--- src/rtl/ir_command_scheduler.sv ---
// ir_command_scheduler: debounces four direction buttons into a 4-bit command,
// generates the periodic packet trigger and holds the command stable for the
// whole packet using the transmitter busy handshake.
module ir_command_scheduler #(
  parameter int CLK_FREQ        = 100_000_000,
  parameter int PACKET_RATE_HZ  = 10,
  parameter int DEBOUNCE_CYCLES = 1_000_000,
  parameter int BUSY_TIMEOUT    = 8
) (
  input  logic       CLK,
  input  logic       RESET,
  input  logic       BTN_FWD,
  input  logic       BTN_BACK,
  input  logic       BTN_LEFT,
  input  logic       BTN_RIGHT,
  input  logic       TX_BUSY,
  output logic [3:0] COMMAND,
  output logic       SEND_PACKET,
  output logic       OVERRUN,
  output logic       TIMEOUT_ERR
);

  localparam int PERIOD = CLK_FREQ / PACKET_RATE_HZ;
  localparam int PER_W  = $clog2(PERIOD + 1);
  localparam int DB_W   = $clog2(DEBOUNCE_CYCLES + 1);
  localparam int TO_W   = $clog2(BUSY_TIMEOUT + 1);

  typedef enum logic [1:0] {
    S_IDLE      = 2'd0,
    S_WAIT_BUSY = 2'd1,
    S_WAIT_DONE = 2'd2
  } state_t;

  // Bit order everywhere: {fwd, back, left, right}
  logic [3:0]      w_btn;
  logic [3:0]      r_sync1;
  logic [3:0]      r_sync2;
  logic [3:0]      r_acc;
  logic [DB_W-1:0] r_db_cnt [4];
  logic [3:0]      w_cand;

  logic [PER_W-1:0] r_rate_cnt;
  logic             w_tick;

  state_t           r_state;
  state_t           w_state_nxt;
  logic             r_pending;
  logic [TO_W-1:0]  r_to_cnt;
  logic             w_go;
  logic             w_send;
  logic             w_timeout;
  logic             w_overrun;
  logic             w_pending_nxt;
  logic             w_to_run;

  assign w_btn = {BTN_FWD, BTN_BACK, BTN_LEFT, BTN_RIGHT};

  // Two-flop synchronizer for the raw asynchronous buttons
  always_ff @(posedge CLK or negedge RESET) begin
    if (!RESET) begin
      r_sync1 <= '0;
      r_sync2 <= '0;
    end else begin
      r_sync1 <= w_btn;
      r_sync2 <= r_sync1;
    end
  end

  // Per-button debouncer: accept a new level only after it has been stable long enough
  always_ff @(posedge CLK or negedge RESET) begin
    if (!RESET) begin
      r_acc <= '0;
      for (int i = 0; i < 4; i++) r_db_cnt[i] <= '0;
    end else begin
      for (int i = 0; i < 4; i++) begin
        if (r_sync2[i] != r_acc[i]) begin
          if (r_db_cnt[i] == DB_W'(DEBOUNCE_CYCLES - 1)) begin
            r_acc[i]    <= r_sync2[i];
            r_db_cnt[i] <= '0;
          end else begin
            r_db_cnt[i] <= r_db_cnt[i] + DB_W'(1);
          end
        end else begin
          r_db_cnt[i] <= '0;
        end
      end
    end
  end

  // Opposing directions on the same axis cancel each other
  assign w_cand = {r_acc[3] & ~r_acc[2], r_acc[2] & ~r_acc[3],
                   r_acc[1] & ~r_acc[0], r_acc[0] & ~r_acc[1]};

  // Free-running packet-rate counter; tick marks its last count
  always_ff @(posedge CLK or negedge RESET) begin
    if (!RESET) begin
      r_rate_cnt <= '0;
    end else if (w_tick) begin
      r_rate_cnt <= '0;
    end else begin
      r_rate_cnt <= r_rate_cnt + PER_W'(1);
    end
  end

  assign w_tick = (r_rate_cnt == PER_W'(PERIOD - 1));
  assign w_go   = w_tick | r_pending;

  // Scheduler state register
  always_ff @(posedge CLK or negedge RESET) begin
    if (!RESET) r_state <= S_IDLE;
    else        r_state <= w_state_nxt;
  end

  // Scheduler next-state logic
  always_comb begin
    w_state_nxt = r_state;
    case (r_state)
      S_IDLE:      if (w_go) w_state_nxt = S_WAIT_BUSY;
      S_WAIT_BUSY: begin
        if (TX_BUSY)        w_state_nxt = S_WAIT_DONE;
        else if (w_timeout) w_state_nxt = S_IDLE;
      end
      S_WAIT_DONE: if (!TX_BUSY) w_state_nxt = S_IDLE;
      default:     w_state_nxt = S_IDLE;
    endcase
  end

  // Scheduler control outputs; a tick with one already queued is always an overrun
  always_comb begin
    w_send        = 1'b0;
    w_timeout     = 1'b0;
    w_to_run      = 1'b0;
    w_overrun     = w_tick & r_pending;
    w_pending_nxt = r_pending;
    case (r_state)
      S_IDLE: begin
        w_send = w_go;
        if (w_go) w_pending_nxt = 1'b0;
      end
      S_WAIT_BUSY: begin
        w_timeout = !TX_BUSY && (r_to_cnt == TO_W'(BUSY_TIMEOUT - 1));
        w_to_run  = !TX_BUSY && !w_timeout;
        if (w_tick) w_pending_nxt = 1'b1;
      end
      default: begin
        if (w_tick) w_pending_nxt = 1'b1;
      end
    endcase
  end

  // Registered trigger, command capture, pending tick, timeout counter and sticky flags
  always_ff @(posedge CLK or negedge RESET) begin
    if (!RESET) begin
      SEND_PACKET <= 1'b0;
      COMMAND     <= '0;
      r_pending   <= 1'b0;
      r_to_cnt    <= '0;
      OVERRUN     <= 1'b0;
      TIMEOUT_ERR <= 1'b0;
    end else begin
      SEND_PACKET <= w_send;
      if (w_send) COMMAND <= w_cand;
      r_pending   <= w_pending_nxt;
      r_to_cnt    <= w_to_run ? r_to_cnt + TO_W'(1) : '0;
      if (w_overrun) OVERRUN     <= 1'b1;
      if (w_timeout) TIMEOUT_ERR <= 1'b1;
    end
  end

endmodule

--- config.mk ---
export PLATFORM = sky130hd
export DESIGN_NAME = ir_command_scheduler
export DESIGN_NICKNAME = d
export VERILOG_FILES = /design/src/rtl/ir_command_scheduler.sv
export SDC_FILE = /design/constraint.sdc
export NUM_CORES = 1
export LEC_CHECK = 0
export CAP_MARGIN = 30
export CELL_PAD_IN_SITES_DETAIL_PLACEMENT = 0
export CELL_PAD_IN_SITES_GLOBAL_PLACEMENT = 1
export CORE_AREA = 3 3 109 111
export CTS_BUF_LIST = sky130_fd_sc_hd__clkbuf_8
export CTS_CLUSTER_SIZE = 24
export DETAILED_ROUTE_END_ITERATION = 12
export DIE_AREA = 0 0 112 114
export PLACE_DENSITY_LB_ADDON = 0.05
export RECOVER_POWER = 25
export SYNTH_ARGS = -nofsm -noshare
export SYNTH_HDL_FRONTEND = slang
export SYNTH_SLANG_ARGS = --single-unit
--- constraint.sdc ---
create_clock -name CLK -period 3.88 [get_ports CLK]
set_input_delay 0.388 -clock CLK [delete_from_list [all_inputs] [get_ports CLK]]
set_output_delay 0.388 -clock CLK [all_outputs]
set_load 0.02 [all_outputs]
==> results.sh <==
export IMPL_synth_cell_type_count=44
export IMPL_final_nets=596
export IMPL_largest_net_degree_at_the_start_of_global_routing=68
export IMPL_power_switching_fraction_pct=21.1
export IMPL_cts_resized=0
export IMPL_layout_commonest_cell="dfrtp_1"
export IMPL_static_leakage_power_nw=2.88
export IMPL_cts_hold_buf=0
export IMPL_synth_largest_type_area_fraction_pct=55.2
export IMPL_ys_warn_count=0
export IMPL_critical_path_startpoint="r_db_cnt[60]"
export IMPL_nFillCells=938
export IMPL_power_share_combinational_pct=2.6
export IMPL_totalNegativeSetupSlack_ps=0
export IMPL_core_area_um2=10900
export IMPL_min_from="r_sync1[0]"
export IMPL_grt_use_total_pct=17.6
export IMPL_drv_max_cap_violation_count=1
export IMPL_internal_power_mw=1.98
export IMPL_worst_slew_pin_transition_ps=1670
export IMPL_antenna_found_initial=0
export IMPL_ctsRootBufferMaster="clkbuf_8"
export IMPL_cts_tree="yes"
export IMPL_detail_route_wl_per_cell_um=13.6
export IMPL_critical_path_reg2reg_endpoint="r_db_cnt[62]"
export IMPL_worst_ep_required_time_ps=4160
export IMPL_max_slew_margin_rel_pct=-11.1
export IMPL_yosys_area_top_type="dfrtp_1"
export IMPL_die_area_um2=12800
export IMPL_ff_latch_count_synth=130
export IMPL_run_status="finished with violations"
export IMPL_endpoint="r_db_cnt[62]"
export IMPL_synth_yosys_seq_area_share_pct=55.2
export IMPL_critPathKind="flip-flop to flip-flop"
export IMPL_post_route_period_util_pct=52.6
export IMPL_worst_r2r_cell_count=6
export IMPL_reg2reg_slack_ps=1840
export IMPL_final_hold_viol_count=0
export IMPL_arrival_time_worst_endpoint_ps=2320
export IMPL_setup_violations_final=0
export IMPL_route_vias_total=3802
export IMPL_critical_path_startpoint_type="flip-flop"
export IMPL_clock_latency_of_the_later_clocked_register_in_the_worst_skew_pair_ps=430
export IMPL_power_per_cell_area_nw_per_um2=384
export IMPL_fp_row_count=38
export IMPL_synth_top_cells_by_area="dfrtp_1 55%, xnor2_1 7.9%, nor2_1 7.4%"
export IMPL_finClkSkew_ps=8.70
export IMPL_die_w_um=112
export IMPL_syn_cell_area_um2=5890
export IMPL_mostFrequentLayoutCells="130 x dfrtp_1, 116 x nor2_1, 53 x xnor2_1, 44 x xor2_1, 43 x nand3_1"
export IMPL_finalWeightedCongestion=0.776
export IMPL_final_min_clock_period_ps=2040
export IMPL_timing_fmax_mhz=490
export IMPL_reg2reg_from="r_db_cnt[60]"
export IMPL_numClockSinks=130
export IMPL_initial_core_util_pct=54.1
export IMPL_cts_repair_timing_setup_buffer_count=0
export IMPL_grt_remaining_overflow=0
export IMPL_clkPwrFrac_pct=42.4
export IMPL_clk_transition_reported_paths_ps=60
export IMPL_vdd_drop_max_mv=0.261
export IMPL_p_seq_share_pct=55.0
export IMPL_postRouteWirelength_um=10000
export IMPL_crit_fanout=20
export IMPL_drc_errors=0
export IMPL_grt_first_pass_wirelength_um=18000
export IMPL_power_net_switching_uw=531
export IMPL_cp_end_kind="flip-flop"
export IMPL_dp_slack_ps=1810
export IMPL_first_global_vias=3869
export IMPL_io_pin_count=14
export IMPL_layout_area_overhead_vs_synth_pct=11.0
export IMPL_fp_dieH_um=114
export IMPL_drtPass1Iterations=4
export IMPL_violations="max-capacitance violations, max-slew violations"
export IMPL_cts_max_path_buffers=2
export IMPL_clock_tree_htree_level_count=4
export IMPL_clock_buffer_count_from_cts=17
export IMPL_drive_gt1_share_pct=7.89
export IMPL_postRouteAntennaNets=0
export IMPL_finalWorstSetupSlack_ps=1840
export IMPL_hpwlAfterDp_um=6630
export IMPL_rsz0062_at_grt="false"
export IMPL_finalMaxSlewViolations=67
export IMPL_hold_path_class="flip-flop to flip-flop"
export IMPL_syn_avg_cell_area_um2=10.5
export IMPL_detail_route_iter0_violations=253
export IMPL_mappedNetlistNets=572
export IMPL_final_util_pct=60.0
export IMPL_post_syn_instances=559
export IMPL_routed_via_density=5.17
export IMPL_num_antenna_cells=0
export IMPL_numPortBuffers=13
routing by layer:
metal / track usage (%) / up-vias / share of wire (%)
li1: - / 1930 / -
met1: 23.9 / 1823 / 51
met2: 27.0 / 35 / 45
met3: 4.62 / 14 / 2.8
met4: 7.45 / 0 / 1.8
met5: 0 / - / 0
layout make-up:
cell class	instances	area [um^2]	area share [%]
clock buffers	23	317	4.84
clock inverters	9	63.8	0.976
inverters	13	48.8	0.746
multi-input cells	406	2530	38.7
flip-flops and latches	130	3250	49.8
well taps	140	175	2.68
repair buffers	15	153	2.33
cell usage after synthesis, drive strengths merged:
master / number
xnor2: 53
and2: 3
clkbuf: 1
nor4: 11
nand2b: 2
or3b: 1
nor2: 117
xor2: 44
and4: 5
nor2b: 6
nand3: 44
or2: 4
o31ai: 1
or3: 2
a21oi: 1
o21bai: 1
mux2: 8
and3: 14
nand3b: 4
buf: 9
nor4bb: 1
nor3b: 4
o21a: 2
nand2: 28
nor3: 13
ha: 6
a21o: 1
o21ai: 4
inv: 13
nand4b: 1
nand4: 20
dfrtp: 130
nor4b: 5
through the flow:
| step | power (mW) | std cells | hold WS (ps) | cell area (um^2) |
|---|---|---|---|---|
| 2_1_floorplan | 1.44 | 559 | 92.4 | 5890 |
| 3_3_place_gp | 1.48 | 704 | 335 | 6160 |
| 3_5_place_dp | 1.48 | 704 | 337 | 6160 |
| 4_1_cts | 2.56 | 736 | 84.5 | 6540 |
| 5_1_grt | 2.63 | 736 | 355 | 6540 |
| 6_report | 2.51 | 736 | 349 | 6540 |
cell families (layout without fill, tap and decap cells):
family	count (synthesis)	after routing	synth area share, %
multiplexers	8	8	1.53
AND/OR/NAND/NOR	285	285	24.5
adder cells (fa/ha/maj)	6	6	1.27
XOR/XNOR	97	97	14.4
AO/OA/AOI/OAI	10	10	1.19
buffers and inverters	23	60	1.89
flip-flops	130	130	55.2
state kept, by name, summed over array words and instances, names as in the netlist:
signal,flops
COMMAND,4
TIMEOUT_ERR,1
r_acc,4
SEND_PACKET,1
r_pending,1
r_db_cnt,80
r_rate_cnt,24
r_sync1,4
r_state,2
OVERRUN,1
r_sync2,4
r_to_cnt,4
how the worst min path moves through the flow:
| stage | endpoint | slack, ps | depth (start not counted) |
|---|---|---|---|
| 6_report | r_sync2[0] | 350 | 0 |
| 5_1_grt | r_sync2[0] | 350 | 0 |
| 4_1_cts | r_db_cnt[55] | 80 | 1 |
| 3_5_place_dp | r_sync2[0] | 340 | 0 |
| 3_3_place_gp | r_sync2[3] | 330 | 0 |
| 2_1_floorplan | COMMAND[0] | 90 | 0 |
worst max-delay path, stage by stage, from the launching register on:
cell and delay, ps:
dfrtp_1 390, ha_1 200, nand3_1 160, nor2_1 200, and4_1 220, nand2b_1 600
nor2_1 130
power groups by stage:
stage	Clock [mW]	Sequential [mW]	Combinational (mW)
2_1_floorplan	0	1.40	0.0321
3_3_place_gp	0	1.41	0.0694
3_5_place_dp	0	1.41	0.0704
4_1_cts	1.10	1.38	0.0706
5_1_grt	1.17	1.38	0.0785
6_report	1.07	1.38	0.0659
Power figures use the tool's default switching activity.
